--- src/rtl/cpu_pkg.sv ---
// Shared encodings for the multi-cycle CPU controller: opcodes, FSM states,
// instruction classes and the datapath mux select codes.
package cpu_pkg;

  localparam logic [6:0] OPC_LUI    = 7'b0110111;
  localparam logic [6:0] OPC_AUIPC  = 7'b0010111;
  localparam logic [6:0] OPC_JAL    = 7'b1101111;
  localparam logic [6:0] OPC_JALR   = 7'b1100111;
  localparam logic [6:0] OPC_BRANCH = 7'b1100011;
  localparam logic [6:0] OPC_LOAD   = 7'b0000011;
  localparam logic [6:0] OPC_STORE  = 7'b0100011;
  localparam logic [6:0] OPC_OP_IMM = 7'b0010011;
  localparam logic [6:0] OPC_OP     = 7'b0110011;
  localparam logic [6:0] OPC_SYSTEM = 7'b1110011;

  typedef enum logic [2:0] {
    ST_FETCH     = 3'd0,
    ST_DECODE    = 3'd1,
    ST_EXECUTE   = 3'd2,
    ST_MEM       = 3'd3,
    ST_WRITEBACK = 3'd4,
    ST_HALT      = 3'd7
  } state_t;

  typedef enum logic [3:0] {
    CLS_LUI, CLS_AUIPC, CLS_JAL, CLS_JALR, CLS_BRANCH,
    CLS_LOAD, CLS_STORE, CLS_OP_IMM, CLS_OP, CLS_SYSTEM, CLS_ILLEGAL
  } instr_class_t;

  localparam logic [3:0] ALU_ADD = 4'b0000;
  localparam logic [3:0] ALU_SUB = 4'b1000;

  localparam logic [2:0] FUNCT3_SHIFT_RIGHT = 3'b101;

  localparam logic [1:0] WB_ALU = 2'b00;
  localparam logic [1:0] WB_MEM = 2'b01;
  localparam logic [1:0] WB_PC4 = 2'b10;

  localparam logic [1:0] PC_PLUS4 = 2'b00;
  localparam logic [1:0] PC_REL   = 2'b01;
  localparam logic [1:0] PC_JALR  = 2'b10;

  localparam logic [1:0] SRC_A_RS1  = 2'b00;
  localparam logic [1:0] SRC_A_PC   = 2'b01;
  localparam logic [1:0] SRC_A_ZERO = 2'b10;

  localparam logic SRC_B_RS2 = 1'b0;
  localparam logic SRC_B_IMM = 1'b1;

endpackage

--- src/rtl/cpu_decoder.sv ---
// Combinational instruction decoder: opcode class, rd==x0 flag and ALU op.
module cpu_decoder
  import cpu_pkg::*;
(
  input  logic [31:0]  instr,
  output instr_class_t cls,
  output logic         rd_is_zero,
  output logic [3:0]   alu_op
);

  logic [2:0] funct3;
  logic       funct7_5;

  assign funct3     = instr[14:12];
  assign funct7_5   = instr[30];
  assign rd_is_zero = (instr[11:7] == 5'd0);

  // Classify by major opcode only
  always_comb begin
    cls = CLS_ILLEGAL;
    case (instr[6:0])
      OPC_LUI:    cls = CLS_LUI;
      OPC_AUIPC:  cls = CLS_AUIPC;
      OPC_JAL:    cls = CLS_JAL;
      OPC_JALR:   cls = CLS_JALR;
      OPC_BRANCH: cls = CLS_BRANCH;
      OPC_LOAD:   cls = CLS_LOAD;
      OPC_STORE:  cls = CLS_STORE;
      OPC_OP_IMM: cls = CLS_OP_IMM;
      OPC_OP:     cls = CLS_OP;
      OPC_SYSTEM: cls = CLS_SYSTEM;
      default:    cls = CLS_ILLEGAL;
    endcase
  end

  // ALU op: funct7[5] only matters for OP-IMM on right shifts (SRLI/SRAI)
  always_comb begin
    alu_op = ALU_ADD;
    case (cls)
      CLS_OP:     alu_op = {funct7_5, funct3};
      CLS_OP_IMM: alu_op = {(funct3 == FUNCT3_SHIFT_RIGHT) ? funct7_5 : 1'b0, funct3};
      CLS_BRANCH: alu_op = ALU_SUB;
      default:    alu_op = ALU_ADD;
    endcase
  end

endmodule

--- src/rtl/cpu_control_fsm.sv ---
// Multi-cycle CPU control FSM.
//   state     | meaning
//   FETCH     | request instruction at pc, load IR on mem_ready
//   DECODE    | classify opcode, trap on SYSTEM / unknown
//   EXECUTE   | drive ALU operands; branches resolve here
//   MEM       | data access at ALU result, held until mem_ready
//   WRITEBACK | register write and pc update
//   HALT      | parked until reset; halted/illegal flags visible
module cpu_control_fsm
  import cpu_pkg::*;
#(
  parameter int MEM_TIMEOUT = 255
)
(
  input  logic        clk,
  input  logic        rst,
  input  logic [31:0] instr,
  input  logic        branch_taken,
  input  logic        mem_ready,
  output logic        mem_req,
  output logic        mem_we,
  output logic        mem_addr_sel,
  output logic        ir_we,
  output logic        rf_we,
  output logic        pc_we,
  output logic [1:0]  wb_sel,
  output logic [1:0]  alu_src_a,
  output logic        alu_src_b,
  output logic [3:0]  alu_op,
  output logic [1:0]  pc_sel,
  output logic        halted,
  output logic        illegal,
  output logic [2:0]  state
);

  // Counter holds 0..MEM_TIMEOUT-1; hitting the last value with ready still low traps
  localparam int CW = (MEM_TIMEOUT < 2) ? 1 : $clog2(MEM_TIMEOUT);
  localparam logic [CW-1:0] WAIT_LAST = CW'(MEM_TIMEOUT - 1);

  state_t       state_q;
  logic [CW-1:0] wait_cnt;
  instr_class_t cls;
  logic         rd_is_zero;
  logic [3:0]   dec_alu_op;
  logic         wait_expired;

  cpu_decoder u_decoder (
    .instr      (instr),
    .cls        (cls),
    .rd_is_zero (rd_is_zero),
    .alu_op     (dec_alu_op)
  );

  assign wait_expired = (wait_cnt == WAIT_LAST);
  assign state        = state_q;

  // State sequencing, memory wait counter and sticky status flags
  always_ff @(posedge clk or negedge rst) begin
    if (!rst) begin
      state_q  <= ST_FETCH;
      wait_cnt <= '0;
      halted   <= 1'b0;
      illegal  <= 1'b0;
    end else begin
      case (state_q)
        ST_FETCH, ST_MEM: begin
          if (mem_ready) begin
            wait_cnt <= '0;
            if (state_q == ST_FETCH)    state_q <= ST_DECODE;
            else if (cls == CLS_LOAD)   state_q <= ST_WRITEBACK;
            else                        state_q <= ST_FETCH;
          end else if (wait_expired) begin
            wait_cnt <= '0;
            state_q  <= ST_HALT;
            halted   <= 1'b1;
            illegal  <= 1'b1;
          end else begin
            wait_cnt <= wait_cnt + 1'b1;
          end
        end
        ST_DECODE: begin
          wait_cnt <= '0;
          if (cls == CLS_SYSTEM) begin
            state_q <= ST_HALT;
            halted  <= 1'b1;
          end else if (cls == CLS_ILLEGAL) begin
            state_q <= ST_HALT;
            halted  <= 1'b1;
            illegal <= 1'b1;
          end else begin
            state_q <= ST_EXECUTE;
          end
        end
        ST_EXECUTE: begin
          wait_cnt <= '0;
          if (cls == CLS_BRANCH)                          state_q <= ST_FETCH;
          else if (cls == CLS_LOAD || cls == CLS_STORE)   state_q <= ST_MEM;
          else                                            state_q <= ST_WRITEBACK;
        end
        ST_WRITEBACK: begin
          wait_cnt <= '0;
          state_q  <= ST_FETCH;
        end
        ST_HALT: begin
          wait_cnt <= '0;
          halted   <= 1'b1;
        end
        default: begin
          wait_cnt <= '0;
          state_q  <= ST_HALT;
          halted   <= 1'b1;
          illegal  <= 1'b1;
        end
      endcase
    end
  end

  // Datapath controls decoded from state and IR; everything forced low while in reset
  always_comb begin
    mem_req      = 1'b0;
    mem_we       = 1'b0;
    mem_addr_sel = 1'b0;
    ir_we        = 1'b0;
    rf_we        = 1'b0;
    pc_we        = 1'b0;
    wb_sel       = WB_ALU;
    alu_src_a    = SRC_A_RS1;
    alu_src_b    = SRC_B_RS2;
    alu_op       = ALU_ADD;
    pc_sel       = PC_PLUS4;
    if (rst) begin
      case (state_q)
        ST_FETCH: begin
          mem_req = 1'b1;
          ir_we   = mem_ready;
        end
        ST_EXECUTE: begin
          alu_op = dec_alu_op;
          case (cls)
            CLS_LUI:            begin alu_src_a = SRC_A_ZERO; alu_src_b = SRC_B_IMM; end
            CLS_AUIPC, CLS_JAL: begin alu_src_a = SRC_A_PC;   alu_src_b = SRC_B_IMM; end
            CLS_OP, CLS_BRANCH: begin alu_src_a = SRC_A_RS1;  alu_src_b = SRC_B_RS2; end
            default:            begin alu_src_a = SRC_A_RS1;  alu_src_b = SRC_B_IMM; end
          endcase
          if (cls == CLS_BRANCH) begin
            pc_we  = 1'b1;
            pc_sel = branch_taken ? PC_REL : PC_PLUS4;
          end
        end
        ST_MEM: begin
          mem_req      = 1'b1;
          mem_addr_sel = 1'b1;
          mem_we       = (cls == CLS_STORE);
          pc_we        = (cls == CLS_STORE) && mem_ready;
        end
        ST_WRITEBACK: begin
          rf_we = !rd_is_zero;
          pc_we = 1'b1;
          case (cls)
            CLS_JAL:  begin wb_sel = WB_PC4; pc_sel = PC_REL;  end
            CLS_JALR: begin wb_sel = WB_PC4; pc_sel = PC_JALR; end
            CLS_LOAD: begin wb_sel = WB_MEM; pc_sel = PC_PLUS4; end
            default:  begin wb_sel = WB_ALU; pc_sel = PC_PLUS4; end
          endcase
        end
        default: ;
      endcase
    end
  end

endmodule

--- config.mk ---
export PLATFORM = sky130hd
export DESIGN_NAME = cpu_control_fsm
export DESIGN_NICKNAME = d
export VERILOG_FILES = /design/src/rtl/cpu_pkg.sv /design/src/rtl/cpu_decoder.sv /design/src/rtl/cpu_control_fsm.sv
export SDC_FILE = /design/constraint.sdc
export NUM_CORES = 1
export LEC_CHECK = 0
export CORE_MARGIN = 2
export CORE_UTILIZATION = 37
export DETAILED_ROUTE_END_ITERATION = 7
export PLACE_DENSITY = 0.83
export SLEW_MARGIN = 20
export SYNTH_ARGS = -nofsm -noshare
export SYNTH_HDL_FRONTEND = slang
export SYNTH_SLANG_ARGS = --single-unit
--- constraint.sdc ---
create_clock -name clk -period 1.75 [get_ports clk]
set_clock_uncertainty 0.2 [all_clocks]
set_input_delay 0.2625 -clock clk [delete_from_list [all_inputs] [get_ports clk]]
set_output_delay 0.2625 -clock clk [all_outputs]
set_load 0.02 [all_outputs]
==> results.py <==
metrics = {
    "worst_setup_path": {
        "rr_startpoint": "state[0]",
        "r2r-end": "halted",
        "cp_data_required_time_ns": 1.29,
        "path_class": "reg -> out",
        "r2r_setup_slack_ns": -0.05,
        "arrival_ns": 1.64,
        "crit_start": "state[2]",
        "setup.worst_path.end": "alu_op[3]",
        "rr_worst_depth": 7,
        "end_kind": "primary output",
        "critPathLaunchType": "flip-flop",
        "crit_fanout": 4,
    },
    "yosys": {
        "yosysUniqueCellTypes": 45,
        "synth_edf_count": 0,
        "synth_top_flop_cell": "dfrtp_1",
        "ys_seq_area_share_pct": 27.3,
        "netlist_instances": 156,
        "ys_ff_latch": 13,
        "ys_warn_count": 0,
        "syn_avg_cell_area_um2": 7.65,
        "synth_area_mm2": 0.00119,
        "async_flop_share_pct": 100,
        "synth_nets": 194,
    },
    "timing": {
        "finalCriticalPeriod_ns": 2.11,
        "tns_ns": -4.72,
        "finalSetupViolations": 22,
        "finalHoldViolations": 0,
        "finalMaxSlewViolations": 0,
        "period_share_pct": 120,
        "rsz0062_at_grt": "true",
        "worst_slack_ns": -0.355,
        "slew_headroom_pct": 74.9,
        "max_freq_mhz": 475,
        "tightestPinTransition_ns": 0.372,
    },
    "clock_tree": {
        "cts_tree": "built",
        "root_buffer": "clkbuf_4",
        "cts_buffers": 3,
        "clk_pin_slew_worst_paths_ns": 0.08,
        "clock_latency_ns": 0.28,
        "cts.sinks": 13,
        "cts_buffer_depth": 2,
        "cts-htree-levels": 1,
    },
    "placement": {
        "place_ws_ns": -1.05,
        "hpwl_mm": 3.23,
        "gp_congestion": 0.839,
        "port_buffers": 41,
        "dp.cells": 274,
    },
    "cells_and_area": {
        "n_antenna_cell": 0,
        "drive_gt1_share_pct": 59.0,
        "finalNetCount": 290,
        "syn_to_final_growth_pct": 108,
        "final_cells": 295,
    },
    "route": {
        "drt_first_pass_iters": 4,
        "antenna_left": 0,
        "wl_mm": 5.40,
        "wire_per_inst_um": 18.3,
        "drt_iter0_drc": 101,
        "drt-vias-per-instance": 5.66,
        "drc": 0,
        "via_count": 1670,
    },
    "pwr": {
        "p_leak_nw": 1.04,
        "p_per_area_mw_per_mm2": 769,
        "irDropWorstVdd_uv": 402,
    },
    "global_route": {
        "gr-total-overflow": 0,
        "antenna_found_initial": 0,
        "grt_pass1_vias": 1604,
        "grt_max_degree": 16,
        "grt_first_pass_wirelength_mm": 7.65,
        "grt_usage_pct": 28.0,
    },
    "floorplanning": {
        "row_count": 20,
        "boundaryPins": 58,
        "die_h_um": 60.8,
        "dieWidth_um": 60.8,
        "initial_utilization_pct": 39.1,
        "core_mm2": 0.00305,
        "dieArea_mm2": 0.00370,
    },
    "flow_run": {
        "max-cap-violations": 0,
    },
    "outcome": {
        "violations": "negative setup slack",
        "status": "complete, but fails checks",
    },
    "worst_hold_path": {
        "min_path_type": "in -> async",
    },
}
[stage by stage]
| stage | total power, W | area (um^2) | util, % | hold slack, ns |
|---|---|---|---|---|
| finish | 0.00191 | 2480 | 81.3 | 0.259 |
| global route | 0.00200 | 2480 | 81.3 | 0.259 |
| CTS | 0.00167 | 2290 | 74.9 | 0.256 |
| detailed placement | 0.00141 | 2090 | 68.4 | 0.346 |
| global placement | 0.00137 | 2090 | 68.4 | 0.327 |
| floorplan | 0.000994 | 1390 | - | -0.233 |
[power breakdown]
part / switching (W) / internal (W)
Sequential: 0.0000567 / 0.000345
Clock: 0.0000995 / 0.0000886
Combinational: 0.000678 / 0.000640
Total: 0.000834 / 0.00107
[worst max-delay path, cell delays in order, from the launching register on]
cell and delay, ns:
dfrtp_2 0.45, nand2b_4 0.18, nor2_4 0.22, nand3_4 0.13
buf_6 0.15, a21oi_4 0.11, buf_6 0.13
[worst min-delay path by stage]
stage / slack, ns / to / startpoint
2_1_floorplan: -0.23 / halted / rst
3_3_place_gp: 0.33 / wait_cnt[0] / wait_cnt[0]
3_5_place_dp: 0.35 / wait_cnt[5] / wait_cnt[5]
4_1_cts: 0.26 / state[1] / rst
5_1_grt: 0.26 / wait_cnt[4] / rst
6_report: 0.26 / wait_cnt[5] / rst
[final cells by class]
type / instances / area [um^2]
Fill cell: 179 / 572
Clock buffer: 4 / 26.3
Inverter: 4 / 15.0
Multi-Input combinational cell: 129 / 1160
Tap cell: 44 / 55.1
Timing Repair Buffer: 101 / 895
Sequential cell: 13 / 329
[synth_stat cells, types with 2 or more instances]
cell type / n / area, um^2
nor2b_1: 5 / 31.3
nand2_1: 12 / 45.0
o21a_1: 3 / 22.5
a31oi_1: 3 / 18.8
and4_1: 2 / 17.5
nor4_1: 2 / 12.5
inv_1: 4 / 15.0
and3_1: 2 / 12.5
nor3b_1: 4 / 30.0
a22oi_1: 2 / 15.0
nor2_1: 24 / 90.1
buf_2: 3 / 15.0
nand3_1: 7 / 35.0
o32a_1: 2 / 20.0
and2_1: 2 / 12.5
nand2b_1: 5 / 31.3
clkbuf_1: 4 / 15.0
dfrtp_1: 13 / 325
buf_6: 2 / 22.5
xnor2_1: 4 / 35.0
ha_1: 2 / 25.0
xor2_1: 4 / 35.0
a21oi_1: 6 / 30.0
o21ai_0: 5 / 25.0
nor3_1: 11 / 55.1
nand3b_1: 2 / 15.0
or3_1: 3 / 18.8
[repair_timing]
action | in CTS | in global routing
resized for setup | 151 | 38
pin swaps | 17 | 18
hold buffers | 0 | 0
setup endpoints to repair | 28 | 30
buffers inserted | 14 | 8
[placed cells by master (no fill, tap or decap), types with 3 or more instances in the layout]
cell type | netlist | routed
nand2_1 | 12 | 10
nor2_1 | 24 | 14
dfrtp_2 | 0 | 3
nand3_1 | 7 | 4
xnor2_1 | 4 | 4
nor3_4 | 0 | 3
nor3_2 | 0 | 6
clkbuf_4 | 0 | 3
xor2_1 | 4 | 3
buf_4 | 1 | 53
inv_1 | 4 | 4
nor2b_2 | 0 | 3
nor2_4 | 0 | 6
o21ai_0 | 5 | 3
buf_6 | 2 | 23
buf_2 | 3 | 4
dlygate4sd2_1 | 0 | 6
nor2_2 | 0 | 4
nand2b_4 | 1 | 4
clkdlybuf4s50_1 | 0 | 12
dfrtp_1 | 13 | 10
[per-layer routing]
metal,vias to the layer above,global-route usage [%],wire [um]
li1,753,-,-
met1,799,34.8,2020
met2,92,49.9,2780
met3,26,4.90,401
met4,0,7.45,203
met5,-,0,0
[sequential cells by signal, summed over array words and instances, names as in the netlist]
name and flops:
illegal 1, state 3, wait_cnt 8, halted 1
[logic make-up (layout without fill, tap and decap cells)]
logic type                 count (synthesis)  count (layout)  share of synthesized area, %
DFF                                       13              13                          27.3
muxes                                      1               1                         0.839
buffers and inverters                     14             109                          6.29
AOI/OAI and AO/OA                         30              30                          17.3
and+or+nand+nor                           88              88                          40.4
adders and majority gates                  2               2                          2.10
xor gates and xnor gates                   8               8                          5.87
(Power assumes the default switching activity.)
